--- src/rtl/tile_renderer.sv ---
// Maps VGA pixel positions onto board cells and paints 2-bit RGB with syncs aligned.
// Latency: 2 clocks from px/py/syncs to rgb/syncs; no backpressure (one pixel per clock).
module tile_renderer #(
  parameter int TILE_SHIFT = 5,
  parameter int GRID_W     = 20,
  parameter int GRID_H     = 15,
  parameter int ADDR_W     = 9,
  parameter int V_DISPLAY  = 480
) (
  input  logic              clk,
  input  logic              rst_n,
  input  logic [9:0]        px,
  input  logic [8:0]        py,
  input  logic              visible,
  input  logic              hsync_in,
  input  logic              vsync_in,
  output logic [ADDR_W-1:0] rd_addr,
  input  logic [1:0]        rd_data,
  output logic [1:0]        r,
  output logic [1:0]        g,
  output logic [1:0]        b,
  output logic              hsync,
  output logic              vsync,
  output logic              frame_tick
);

  localparam int TILE = 1 << TILE_SHIFT;
  localparam logic [ADDR_W-1:0]     LP_GRID_W   = ADDR_W'(GRID_W);
  localparam logic [ADDR_W:0]       LP_CELLS    = (ADDR_W+1)'(GRID_W * GRID_H);
  localparam logic [8:0]            LP_VDISP    = 9'(V_DISPLAY);
  localparam logic [TILE_SHIFT-1:0] LP_APPLE_LO = TILE_SHIFT'(TILE / 4);
  localparam logic [TILE_SHIFT-1:0] LP_APPLE_HI = TILE_SHIFT'(3 * TILE / 4 - 1);

  localparam logic [1:0] CELL_BODY  = 2'd1;
  localparam logic [1:0] CELL_HEAD  = 2'd2;
  localparam logic [1:0] CELL_APPLE = 2'd3;

  logic [ADDR_W-1:0]     r_row_base;
  logic [ADDR_W-1:0]     r_rd_addr;
  logic                  r_vis1;
  logic                  r_hs1;
  logic                  r_vs1;
  logic [TILE_SHIFT-1:0] r_ox;
  logic [TILE_SHIFT-1:0] r_oy;
  logic [1:0]            r_r;
  logic [1:0]            r_g;
  logic [1:0]            r_b;
  logic                  r_hsync;
  logic                  r_vsync;
  logic                  r_frame_tick;

  logic                  w_in_display;
  logic                  w_frame_start;
  logic                  w_row_step;
  logic [ADDR_W-1:0]     w_row_base_next;
  logic [ADDR_W-1:0]     w_addr_next;
  logic                  w_gap_ok;
  logic                  w_core_ok;
  logic [1:0]            w_r;
  logic [1:0]            w_g;
  logic [1:0]            w_b;

  assign w_in_display  = (py < LP_VDISP);
  assign w_frame_start = (px == '0) && (py == '0);
  assign w_row_step    = (px == '0) && (py[TILE_SHIFT-1:0] == '0) && (py != '0) && w_in_display;

  // Row base steps by one grid row at each tile-row boundary instead of multiplying py.
  always_comb begin
    w_row_base_next = r_row_base;
    if (w_frame_start) begin
      w_row_base_next = '0;
    end else if (w_row_step) begin
      w_row_base_next = r_row_base + LP_GRID_W;
    end
  end

  assign w_addr_next = w_row_base_next + ADDR_W'(px[9:TILE_SHIFT]);

  always_ff @(posedge clk or negedge rst_n) begin
    if (!rst_n) begin
      r_row_base   <= '0;
      r_rd_addr    <= '0;
      r_vis1       <= 1'b0;
      r_hs1        <= 1'b0;
      r_vs1        <= 1'b0;
      r_ox         <= '0;
      r_oy         <= '0;
      r_frame_tick <= 1'b0;
    end else begin
      r_row_base <= w_row_base_next;
      if (visible && ({1'b0, w_addr_next} < LP_CELLS)) begin
        r_rd_addr <= w_addr_next;
      end
      r_vis1       <= visible && w_in_display;
      r_hs1        <= hsync_in;
      r_vs1        <= vsync_in;
      r_ox         <= px[TILE_SHIFT-1:0];
      r_oy         <= py[TILE_SHIFT-1:0];
      r_frame_tick <= (px == '0) && (py == LP_VDISP);
    end
  end

  // Snake segments leave a 1-px black border; apples fill only the tile's central half.
  assign w_gap_ok  = (r_ox != '0) && (r_ox != '1) && (r_oy != '0) && (r_oy != '1);
  assign w_core_ok = (r_ox >= LP_APPLE_LO) && (r_ox <= LP_APPLE_HI) &&
                     (r_oy >= LP_APPLE_LO) && (r_oy <= LP_APPLE_HI);

  always_comb begin
    w_r = 2'd0;
    w_g = 2'd0;
    w_b = 2'd0;
    if (r_vis1) begin
      case (rd_data)
        CELL_BODY: begin
          if (w_gap_ok) w_g = 2'd3;
        end
        CELL_HEAD: begin
          if (w_gap_ok) begin
            w_r = 2'd3;
            w_g = 2'd3;
          end
        end
        CELL_APPLE: begin
          if (w_core_ok) w_r = 2'd3;
        end
        default: ;
      endcase
    end
  end

  always_ff @(posedge clk or negedge rst_n) begin
    if (!rst_n) begin
      r_r     <= '0;
      r_g     <= '0;
      r_b     <= '0;
      r_hsync <= 1'b0;
      r_vsync <= 1'b0;
    end else begin
      r_r     <= w_r;
      r_g     <= w_g;
      r_b     <= w_b;
      r_hsync <= r_hs1;
      r_vsync <= r_vs1;
    end
  end

  assign rd_addr    = r_rd_addr;
  assign r          = r_r;
  assign g          = r_g;
  assign b          = r_b;
  assign hsync      = r_hsync;
  assign vsync      = r_vsync;
  assign frame_tick = r_frame_tick;

endmodule
--- config.mk ---
export PLATFORM = sky130hd
export DESIGN_NAME = tile_renderer
export DESIGN_NICKNAME = d
export VERILOG_FILES = /design/src/rtl/tile_renderer.sv
export SDC_FILE = /design/constraint.sdc
export NUM_CORES = 1
export LEC_CHECK = 0
export ABC_AREA = 1
export BUFFER_PORTS_ARGS = -buffer_cell sky130_fd_sc_hd__buf_2
export CORE_UTILIZATION = 57
export DETAILED_ROUTE_END_ITERATION = 10
export GPL_ROUTABILITY_DRIVEN = 0
export GPL_TIMING_DRIVEN = 0
export PLACE_DENSITY = 0.84
export SLEW_MARGIN = 20
export SYNTH_ARGS = -nofsm -noshare
export SYNTH_HDL_FRONTEND = slang
export SYNTH_SLANG_ARGS = --single-unit
--- constraint.sdc ---
create_clock -name clk -period 4.8 [get_ports clk]
set_input_delay 0.72 -clock clk [delete_from_list [all_inputs] [get_ports clk]]
set_output_delay 0.72 -clock clk [all_outputs]
set_load 0.02 [all_outputs]
Word level (Yosys, flattened, before mapping)
Cells that the tools add are included.
{"block": "classes", "order_cmp": 6, "n_eq_ne": 6, "mux": 8, "n_addsub": 2, "n_reduce_logical": 20}
{"cell": "< comparator 9 bit (second input constant)", "count": 2}
{"cell": "2-to-1 mux 9 bit", "count": 2}
{"cell": "logical AND 1 bit", "count": 13}
{"cell": "greater-or-equal comparator 5 x 4 -> 1 bit (second input constant)", "count": 2}
{"cell": "<= comparator 5 bit (second input constant)", "count": 2}
{"cell": "zero test 10 bit", "count": 1}
{"cell": "2-to-1 mux 2 bit", "count": 5}
{"cell": "!= test 5 bit (second input constant)", "count": 2}
{"cell": "nonzero test 5 bit", "count": 2}
{"cell": "adder 9 x 5 -> 9 bit", "count": 1}
{"cell": "adder 9 x 5 -> 9 bit (second input constant)", "count": 1}
{"cell": "== test 9 bit (second input constant)", "count": 1}
{"cell": "zero test 9 bit", "count": 1}
{"cell": "nonzero test 9 bit", "count": 1}
{"cell": "zero test 5 bit", "count": 1}
{"cell": "== test 2 bit (second input constant)", "count": 2}
{"cell": "case mux 2 bit (2 select lines)", "count": 1}
{"cell": "== test 2 x 1 -> 1 bit (second input constant)", "count": 1}
{"cell": "OR reduction 2 bit", "count": 1}
{"block": "word_totals", "inputBits": 26, "ff_bits": 38, "wordCells": 54}

Depth between registers and ports, before layout
Gate-level depths: netlist of the first run.
{"block": "logic_depth", "ltp_word": 9, "ltp_mapped": 23}

Worst setup path after synthesis of the first run
OpenSTA, ideal clock, no wires.
{"block": "synth_path", "path_type": "input to register", "start": "input port px[0]", "end": "register r_rd_addr[1], in the netlist rd_addr[1]", "stages": 21, "required_time_ns": 4.683, "t_arrival_ns": 2.934, "setup_slack_ns": 1.750, "cell_sequence": "nor2_1 -> nand2_1 -> nor2_4 -> nand2_2 -> nor2_4 -> inv_1 -> nor2_1 -> nand2_1 -> and3_1 -> ha_1 -> nand2_1 -> inv_1 -> nand4_1 -> o211ai_1 -> nand3_1 -> o21ai_0 -> nand2_1 -> nand2_2 -> nand2_2 -> nand2_1 -> nand2_1"}
{"block": "synth_via", "elab_chain_cells": 9}
{"item": "start: declaration", "line_no": "12", "rtl": "input logic [9:0] px,"}
{"item": "zero test 10 bit *", "line_no": "64, 65"}
{"item": "logical AND 1 bit (3 in a row)", "line_no": "65", "rtl": "assign w_row_step = (px == '0) && (py[TILE_SHIFT-1:0] == '0) && (py != '0) && w_in_display;"}
{"item": "2-to-1 mux 9 bit", "line_no": "72", "rtl": "end else if (w_row_step) begin"}
{"item": "2-to-1 mux 9 bit *", "line_no": "70", "rtl": "if (w_frame_start) begin"}
{"item": "via w_row_base_next[4]", "line_no": "55", "rtl": "logic [ADDR_W-1:0] w_row_base_next;"}
{"item": "adder 9 x 5 -> 9 bit *", "line_no": "77", "rtl": "assign w_addr_next = w_row_base_next + ADDR_W'(px[9:TILE_SHIFT]);"}
{"item": "< comparator 9 bit *", "line_no": "91", "rtl": "if (visible && ({1'b0, w_addr_next} < LP_CELLS)) begin"}
{"item": "logical AND 1 bit *", "line_no": "91"}
{"item": "end signal: assignment", "line_no": "92", "rtl": "r_rd_addr <= w_addr_next;"}
{"item": "end: declaration", "line_no": "39", "rtl": "logic [ADDR_W-1:0] r_rd_addr;"}
The timed path passes the listed nets; every way through them passes the cells marked *.
A chain may end at the register's enable or synchronous reset.

Worst setup path after layout of the first run
Ends and elaborated chain as after synthesis.

==> metrics.txt, run 1 <==
Final period util 66.7%; CTS Buf Count 5; largest net degree at the start of global routing 37; PostCTS Resize Cnt 0; chip width 59.9 um; Placed Instance Area 2170 sq um; GR Util met3 6.49%; Hold Crit Class register to register; WP buf/inv 3; outcome finished clean; initial core utilization 61.5%; clock root buffer clkbuf_4; Synth cell types 30; sequential fraction of the synthesis area 47.2%; Final Max Slew Viols 0; Top delay family on crit path simple AND/OR/NAND/NOR gates; Core ar. 3100 sq um; Setup Fix Bufs, Post-CTS 0; hold depth 0; FF+latch count, synth 36; Synth top area share 47.2%; TNS Setup 0 ps; first-pass GRT wire length 6.11 mm; first-pass iteration count of the detailed router 4; gr busiest metal met2; die area 3590 sq um; max_slew headroom 49.1%; Hold Buf Count CTS 0; clk_skew 3.87 ps; worst slack at placement 1230 ps; fmax 312 MHz; slowest cell on the critical path ha_1; critical-path maximum fanout 10; cell internal pwr 416 uW; GRT overflow 0; Layout area overhead 16.6%; Routed Antenna Nets 0; M1 GR Usage 25.6%; setup ws final 1600 ps; Total Routing Usage GR 23.2%; RSZ-0062 raised after global routing false; Combinational Power Share 16.6%; total wire length 3.55 mm; synth warn 0; Antenna diodes 0; WS Path Type primary input to register; initial antenna violation count 0; fin nets 315; Die Y 59.9 um; crit-path cells buf_2 -> nor2_1 -> nand2_1 -> nor2_4 -> nand2_2 -> nor2_4 -> inv_1 -> nor2_1 -> nand2_1 -> and3_1 -> ha_1 -> nand2_1 -> inv_1 -> nand4_1 -> o211ai_1 -> nand3_1 -> o21ai_0 -> nand2_1 -> nand2_2 -> nand2_2 -> nand2_1 -> nand2_1; final setup violating endpoints 0; Least-Margin Pin Slew 764 ps; Psw 168 uW; peak supply drop 204 uV; Syn Area/Cell 8.27 sq um; crit path capture type register; CTS tree done; Mapped Cells 231; Max clock buf depth 2; Max Cap Violations 0; Fin. Hold Viols 0; Period minus WS final 3200 ps; row cnt 20; Critical Path Max Stage Delay 340 ps; Crit. path cell count 22; HPWL after DPL 2.78 mm; worst skew pair latency 330 ps; Static Leakage 0.00126 uW; vias in the first global route 1506; CP dominant cell by count nand2_1; Vias/cell 4.98; I/O pins 44; pwr dens 262 nW/um^2; Synth area leaders dfrtp_1 (47%), nand2_1 (13%), nand3_1 (6.8%); area of the mapped netlist 1910 sq um; CP required 5040 ps; part of the power in the clock network 27.0%; vias 1617; CP Launch Type primary input; leading area contributor after synthesis dfrtp_1; cells on worst reg2reg path 16; Switching Share 28.8%; Worst EP arrival 3440 ps; CTS sink count 36; initial DRC count 56; Seq pwr share 56.5%; CTS H-Tree Depth 2; DRC viols 0; # port buffers 41; Routed WL per cell 10.9 um; Worst-path clk slew 110 ps; GR Util met2 42.5%; share of cells above drive strength 1 24.2%; design area 2230 sq um
logic make-up (layout without fill, tap and decap cells):
family	after synthesis	count (layout)	synth area share, %
simple gates	133	133	31.8
buf+inv	32	81	7.47
compound gates	16	16	5.18
flops	36	36	47.2
xor+xnor	4	4	1.84
other cells	1	2	0.196
fa+ha+maj	9	9	6.29
worst paths after layout:
check	startpoint	end	slack [ps]
max	px[0]	rd_addr[1]	1600
min	r_vs1	vsync	360
max reg2reg	r_row_base[2]	rd_addr[1]	2080
min reg2reg	r_vs1	vsync	360
max in group asynchronous	rst_n	frame_tick	3870
min in group asynchronous	rst_n	rd_addr[1]	450
flip-flops by register name (all words and copies together), names as in the netlist:
register    cells
r_row_base      9
rd_addr         9
r_ox            5
r_oy            5
frame_tick      1
g               1
hsync           1
r               1
r_hs1           1
r_vis1          1
r_vs1           1
vsync           1
stage by stage:
step | total power [uW] | hold slack (ps) | instances | util (%)
3_5_place_dp | 433 | 335 | 317 | 70.0
4_1_cts | 593 | 361 | 325 | 71.8
3_3_place_gp | 430 | 332 | 317 | 70.0
5_1_grt | 616 | 374 | 325 | 71.8
2_1_floorplan | 392 | 331 | 232 | -
6_report | 584 | 358 | 325 | 71.8
cells in the final DEF (no fill, tap or decap), drive strengths merged, types with 2 or more instances in the layout:
| master | instances |
|---|---|
| a21oi | 6 |
| clkbuf | 7 |
| o211ai | 2 |
| nand3 | 28 |
| o21ai | 3 |
| ha | 8 |
| xor2 | 2 |
| inv | 27 |
| nand4 | 4 |
| buf | 46 |
| nor3 | 2 |
| nand2 | 70 |
| nor2 | 27 |
| xnor2 | 2 |
| conb | 2 |
| dfrtp | 36 |
worst register-to-register path: stages (launching register included):
cell	delay, ps
dfrtp_1	440
ha_1	260
nor2_1	110
nand2_1	50
and3_1	180
ha_1	340
nand2_1	90
inv_1	60
nand4_1	70
o211ai_1	120
nand3_1	180
o21ai_0	190
nand2_1	100
nand2_2	180
nand2_2	130
nand2_1	90
nand2_1	50
layout make-up:
cell class                      count  area [sq um]
Buffer                              5          41.3
Clock buffer                        7          45.0
Clock inverter                      1          8.76
Fill cell                         279           876
Inverter                           27           101
Multi-Input combinational cell    164           870
Sequential cell                    36           901
Tap cell                           44          55.1
Timing Repair Buffer               41           205
Yosys cell counts, drive strengths merged:
cell,n
o21ai,3
nand3,28
a211oi,1
o41ai,1
nand4,4
xnor2,2
o211ai,2
a21boi,1
xor2,2
nor3,2
and3,1
a21oi,6
conb,1
o21a,1
nand2,70
buf,5
or2,1
ha,8
a21o,1
fa,1
dfrtp,36
inv,27
nor2,27
power by group through the flow:
| stage | Sequential (uW) | Combinational (uW) | Clock [uW] |
|---|---|---|---|
| floorplan | 351 | 41.3 | 0 |
| finish | 330 | 96.8 | 158 |
| detailed placement | 336 | 97.1 | 0 |
| global route | 332 | 109 | 175 |
| global placement | 335 | 95.5 | 0 |
| CTS | 330 | 98.1 | 165 |
routing by layer:
metal	wire [um]	share of wire (%)
met1	1490	42
met2	1840	52
met3	174	4.9
met4	41	1.2
met5	0	0
Power figures use the tool's default switching activity.
==> inputs of run 2 (changes only) <==
CORE_UTILIZATION = 48   (was 57)
PLACE_DENSITY = 0.75   (was 0.84)
clock period = 2.9 ns   (was 4.8 ns; I/O delays follow)
==> run 2 against run 1 <==
Largest power group unchanged. Routed wire length is 22% higher. Hold slack worse by 130 ps. Setup slack got worse by 1500 ps. Final cell count rose by 4.3%. Flip-flop and latch count did not move. Clock skew up 4.4 ps. First-iteration DRC count down 7.1%. Via count grew 5.7%. Non-clock buffer count increased by 9. Sequential power up 65%. Core utilization is 1.7 points lower. Count of clock-buffer cells in the layout stayed put.
==> metrics.txt, run 2 (synthesis gave the netlist of run 1 again) <==
outcome finished clean; slowest cell on the critical path fa_2; Fin. Hold Viols 0 (unchanged); CP required 3130 ps (-1910 ps); clock root buffer clkbuf_8; row cnt 22 (+10%); Hold Crit Class primary input to asynchronous set/reset pin; max_slew headroom 46.7% (-2.4 points); HPWL after DPL 2.76 mm (-0.78%); I/O pins 44 (unchanged); Layout area overhead 37.4%; Die Y 65.1 um (+8.7%); Period minus WS final 2850 ps; fin nets 325 (+3.2%); Worst EP arrival 3080 ps (-360 ps); reg2reg end rd_addr[7]; vias in the first global route 1541 (+2.3%); Antenna diodes 0 (unchanged); GR Util met3 3.70% (-2.8 points); first-pass iteration count of the detailed router 4 (unchanged); WS Path Type primary input to register; flop-to-flop setup slack 320 ps (-1760 ps); worst reg2reg path startpoint r_row_base[2]; Total Routing Usage GR 19.8% (-3.4 points); CP dominant cell by count nand2_2; Final Max Slew Viols 0 (unchanged); initial core utilization 51.0% (-11 points); Max clock buf depth 2 (unchanged); GRT overflow 0 (unchanged); vias 1709 (+5.7%); Final period util 98.2%; DRC viols 0 (unchanged); share of cells above drive strength 1 40.9% (+17 points); Routed Antenna Nets 0 (unchanged); CTS sink count 36 (unchanged); gr busiest metal met2; TNS Setup 0 ps (unchanged); CTS Buf Count 5 (unchanged); peak supply drop 455 uV (+120%); fmax 351 MHz; CTS H-Tree Depth 2 (unchanged); CTS tree done; Least-Margin Pin Slew 800 ps (+36.2 ps); first-pass GRT wire length 6.44 mm (+5.5%); initial DRC count 52 (-7.1%); cells on worst reg2reg path 15 (-1); crit-path cells buf_4 -> nor2_4 -> nand2_2 -> nor2_4 -> buf_4 -> nand4_4 -> nand2_2 -> inv_1 -> ha_2 -> fa_2 -> nand3_1 -> nand2_2 -> a21o_1 -> nand3_2 -> nor2_2 -> nand3_2 -> nand3_4 -> buf_6 -> or2_0 -> nand2_1; GR Util met2 35.3% (-7.3 points); largest net degree at the start of global routing 37 (unchanged); post-layout util 70.1% (-1.7 points); Fin Hold WS 230 ps (-128 ps); die area 4230 sq um (+18%); chip width 65.1 um (+8.7%); worst skew pair latency 290 ps (-40 ps); critical-path maximum fanout 7 (-3); final setup violating endpoints 0 (unchanged); Static Leakage 0.00141 uW (+12%); Worst-path clk slew 70 ps (-40 ps); most frequent cells in the layout nand2_1 (49), dfrtp_1 (36), buf_2 (31), inv_1 (22), nand3_1 (21); Hold Buf Count CTS 0 (unchanged); CP Launch Type primary input; RSZ-0062 raised after global routing true; crit path capture type register; M1 GR Usage 23.8% (-1.8 points); Worst Setup SP px[9]; clk_skew 8.26 ps (+4.38 ps); pwr dens 417 nW/um^2 (+59%); Critical Path Max Stage Delay 350 ps (about the same); Core ar. 3740 sq um (+21%); initial antenna violation count 0 (unchanged); # port buffers 41 (unchanged); Vias/cell 5.04 (+1.3%); Max Cap Violations 0 (unchanged); total wire length 4.34 mm (+22%); Routed WL per cell 12.8 um (+17%); most common cell after layout, fill and taps aside nand2_1
==> run 2: cell count changes in the layout (fill, tap and decap cells not counted), moves of 6 or more <==
cell	delta
nor2_1	-6
buf_2	-10
nand2_1	-18
buf_4	+12
buf_6	+7
nand2_2	+13
==> run 2: repair_timing <==
item | in CTS | in global routing
hold endpoints to repair | 0 | 0
endpoints found under the setup margin | 7 | 9
gates cloned | 0 | 2
pin swaps | 2 | 33
buffers inserted | 1 | 7
gates resized for setup | 4 | 72
==> run 2: how the worst max path moves through the flow <==
stage                            end  slack, ps
after detailed placement  rd_addr[1]       -420
after global placement    rd_addr[4]       -350
after CTS                 rd_addr[5]        0.8
final                     rd_addr[7]         50
after floorplan           rd_addr[1]        130
after global routing      rd_addr[7]        -80
==> run 2: where the power goes <==
group | switching [uW] | total (uW) | internal [uW] | leakage [uW]
Combinational | 121 | 203 | 81.6 | 0.000938
Sequential | 14.2 | 546 | 532 | 0.000433
Clock | 174 | 345 | 171 | 0.0000424
==> run 2: area by class of cell <==
type	count	area, sq um
Clock buffer	7	76.3
Multi-Input combinational cell	165	1110
Clock inverter	1	8.76
Fill cell	284	1120
Buffer	5	41.3
Tap cell	48	60.1
Timing Repair Buffer	50	324
Inverter	27	104
Sequential cell	36	901
==> run 2: critical path, delay by kind of cell <==
family / cells / cell delay (ps)
buffers and inverters: 4 / 500
adders and majority gates: 2 / 540
AOI/OAI and AO/OA: 1 / 220
and+or+nand+nor: 13 / 1380
==> run 2: routing by layer <==
metal / vias to the layer above / share of wire (%)
met2: 46 / 53
met4: 0 / 2.4
li1: 855 / -
met3: 11 / 4.0
met5: - / 0
met1: 797 / 40
==> run 2: metrics by stage <==
stage	area [sq um]	total power (uW)	instances	setup WS (ps)
final	2620	1090	339	52.0
after global routing	2620	1150	339	-82.8
after CTS	2280	1060	330	0.823
after detailed placement	2180	716	321	-415
after global placement	2180	713	321	-348
after floorplan	1910	649	232	135
==> inputs of run 3 (changes only) <==
PLACE_DENSITY = 0.73   (was 0.75)
clock period = 2.42 ns   (was 2.9 ns; I/O delays follow)
==> run 3 against run 2 <==
The flow now finishes with violations (negative setup slack). Clock power grew 13%. Largest cell class unchanged. Critical path type unchanged. Via count grew 0.18%. Register-to-register slack lost 470 ps. First-iteration DRC count grew 3.8%. Hold slack lost 74 ps. Die area is the same. Global-route usage grew 3.6 points. Sequential share of layout area shrank 0.28 points. Flip-flop and latch count is the same. Clock skew shrank 1.8 ps. Count of clock-buffer cells in the layout shrank 1. Largest power group unchanged.
==> metrics.txt, run 3 (synthesis gave the netlist of run 1 again) <==
initial DRC count 54 (+3.8%); chip width 65.1 um (unchanged); Layout area overhead 38.5%; vias 1712 (+0.18%); worst skew pair latency 280 ps (about the same); die area 4230 sq um (unchanged); Routed WL per cell 13.0 um (+1.3%); design area 2640 sq um (+0.81%); most common cell after layout, fill and taps aside nand2_1; Fin. Hold Viols 0 (unchanged); Worst-path clk slew 70 ps (about the same); failing checks negative setup slack; crit path capture type register; Total Routing Usage GR 23.4% (+3.6 points); CP required 2640 ps (-490 ps); TNS Setup -1610 ps (-1610 ps); DRC viols 0 (unchanged); # port buffers 41 (unchanged); setup ws final -213 ps (-265 ps); fin cells 340 (+0.29%); pwr dens 485 nW/um^2 (+16%); first-pass iteration count of the detailed router 4 (unchanged); most frequent cells in the layout nand2_1 (55), dfrtp_1 (36), buf_2 (33), inv_1 (21), nand3_1 (21); Placed Instance Area 2290 sq um (+5.3%); Static Leakage 0.00141 uW (-0.40%); fmax 380 MHz; first-pass GRT wire length 7.28 mm (+13%); Hold Crit Class primary input to asynchronous set/reset pin; Least-Margin Pin Slew 789 ps (-10.6 ps); Psw 355 uW (+15%); fin nets 327 (+0.62%); WS Path Type primary input to register; row cnt 22 (unchanged); critical-path maximum fanout 5 (-2); CTS H-Tree Depth 2 (unchanged); clock root buffer clkbuf_8; share of cells above drive strength 1 40.1% (-0.82 points); Core ar. 3740 sq um (unchanged); GRT overflow 0 (unchanged); Seq pwr share 51.1% (+1.2 points); Period minus WS final 2630 ps; clk_skew 6.43 ps (-1.83 ps); Final Max Slew Viols 0 (unchanged); vias in the first global route 1619 (+5.1%); total wire length 4.41 mm (+1.6%); Combinational Power Share 18.5% (about the same); cells on worst reg2reg path 17 (+2); initial core utilization 51.0% (unchanged); CP Launch Type primary input; reg2reg end rd_addr[6]; Fin Hold WS 156 ps (-74.1 ps); outcome finished, violations left; HPWL after DPL 3.02 mm (+9.2%); RSZ-0062 raised after global routing true; CTS tree done; Die Y 65.1 um (unchanged); Max clock buf depth 2 (unchanged); Switching Share 27.7% (-0.59 points); Final period util 109%; max_slew headroom 47.4% (+0.71 points); Hold Buf Count CTS 0 (unchanged); peak supply drop 278 uV (-39%); Max Cap Violations 0 (unchanged); worst reg2reg path startpoint r_row_base[2]; final setup violating endpoints 9 (+9); part of the power in the clock network 30.4% (-1.2 points); Routed Antenna Nets 0 (unchanged); flop-to-flop setup slack -150 ps (-470 ps); Vias/cell 5.04 (-0.12%); cell internal pwr 928 uW (+18%); Antenna diodes 0 (unchanged); Worst EP arrival 2860 ps (-220 ps); initial antenna violation count 0 (unchanged); CTS sink count 36 (unchanged); Cells after DPL 321 (unchanged); I/O pins 44 (unchanged); largest net degree at the start of global routing 37 (unchanged); CTS Buf Count 5 (unchanged)
## run 3: final cells by class
class,instances,area [sq um]
well taps,48,60.1
clock buffers,6,72.6
plain buffers,5,41.3
clock inverters,1,5.00
multi-input cells,165,1100
fillers,301,1100
repair buffers,52,362
inverters,27,104
flip-flops and latches,36,901
## run 3: critical path, stage by stage
cell and delay (ps):
buf_8 100, nor2_4 120, nand2_2 70, nor2_4 190, nand4_4 150, nand2_2 110, inv_2 60, ha_4 170
fa_2 380, nand3_1 90, nand2_1 80, a21o_1 190, nand3_2 90, nor2_2 50, nand3_1 80, nand3_2 130
buf_6 160, or2_0 200, nand2_1 70
## run 3: power by group through the flow
stage / clock network (uW) / logic [uW] / registers [uW]
after global routing: 432 / 261 / 658
after detailed placement: 0 / 210 / 666
after CTS: 403 / 233 / 655
after global placement: 0 / 206 / 664
final: 390 / 237 / 656
after floorplan: 0 / 91.2 / 696
## run 3: worst max-delay path by stage
stage           from          to  slack [ps]  depth (start not counted)
5_1_grt        py[1]  rd_addr[3]        -440                         22
3_5_place_dp   px[6]  rd_addr[3]        -640                         22
6_report       py[1]  rd_addr[7]        -210                         19
3_3_place_gp   px[6]  rd_addr[3]        -630                         22
4_1_cts        py[0]  rd_addr[6]        -160                         23
2_1_floorplan  py[2]  rd_addr[0]        -190                         21
## run 3: routing by layer
| layer | global-route usage [%] | vias to the layer above | routed length [um] |
|---|---|---|---|
| met2 | 41.7 | 47 | 2310 |
| met1 | 27.5 | 801 | 1820 |
| met4 | 7.34 | 0 | 53 |
| li1 | - | 857 | - |
| met5 | 0 | - | 0 |
| met3 | 5.81 | 7 | 220 |
## run 3: through the flow
| stage | total power [uW] | worst slack [ps] | utilization, % |
|---|---|---|---|
| floorplan | 787 | -186 | - |
| global placement | 870 | -628 | 61.3 |
| detailed placement | 876 | -639 | 61.3 |
| CTS | 1290 | -163 | 69.6 |
| global route | 1350 | -436 | 70.6 |
| finish | 1280 | -213 | 70.6 |
## run 3: repair_timing
| item | CTS | global route |
|---|---|---|
| endpoints found under the setup margin | 9 | 9 |
| buffers inserted | 9 | 1 |
| pin swaps | 35 | 15 |
| cloned | 2 | 0 |
| resized for setup | 38 | 10 |
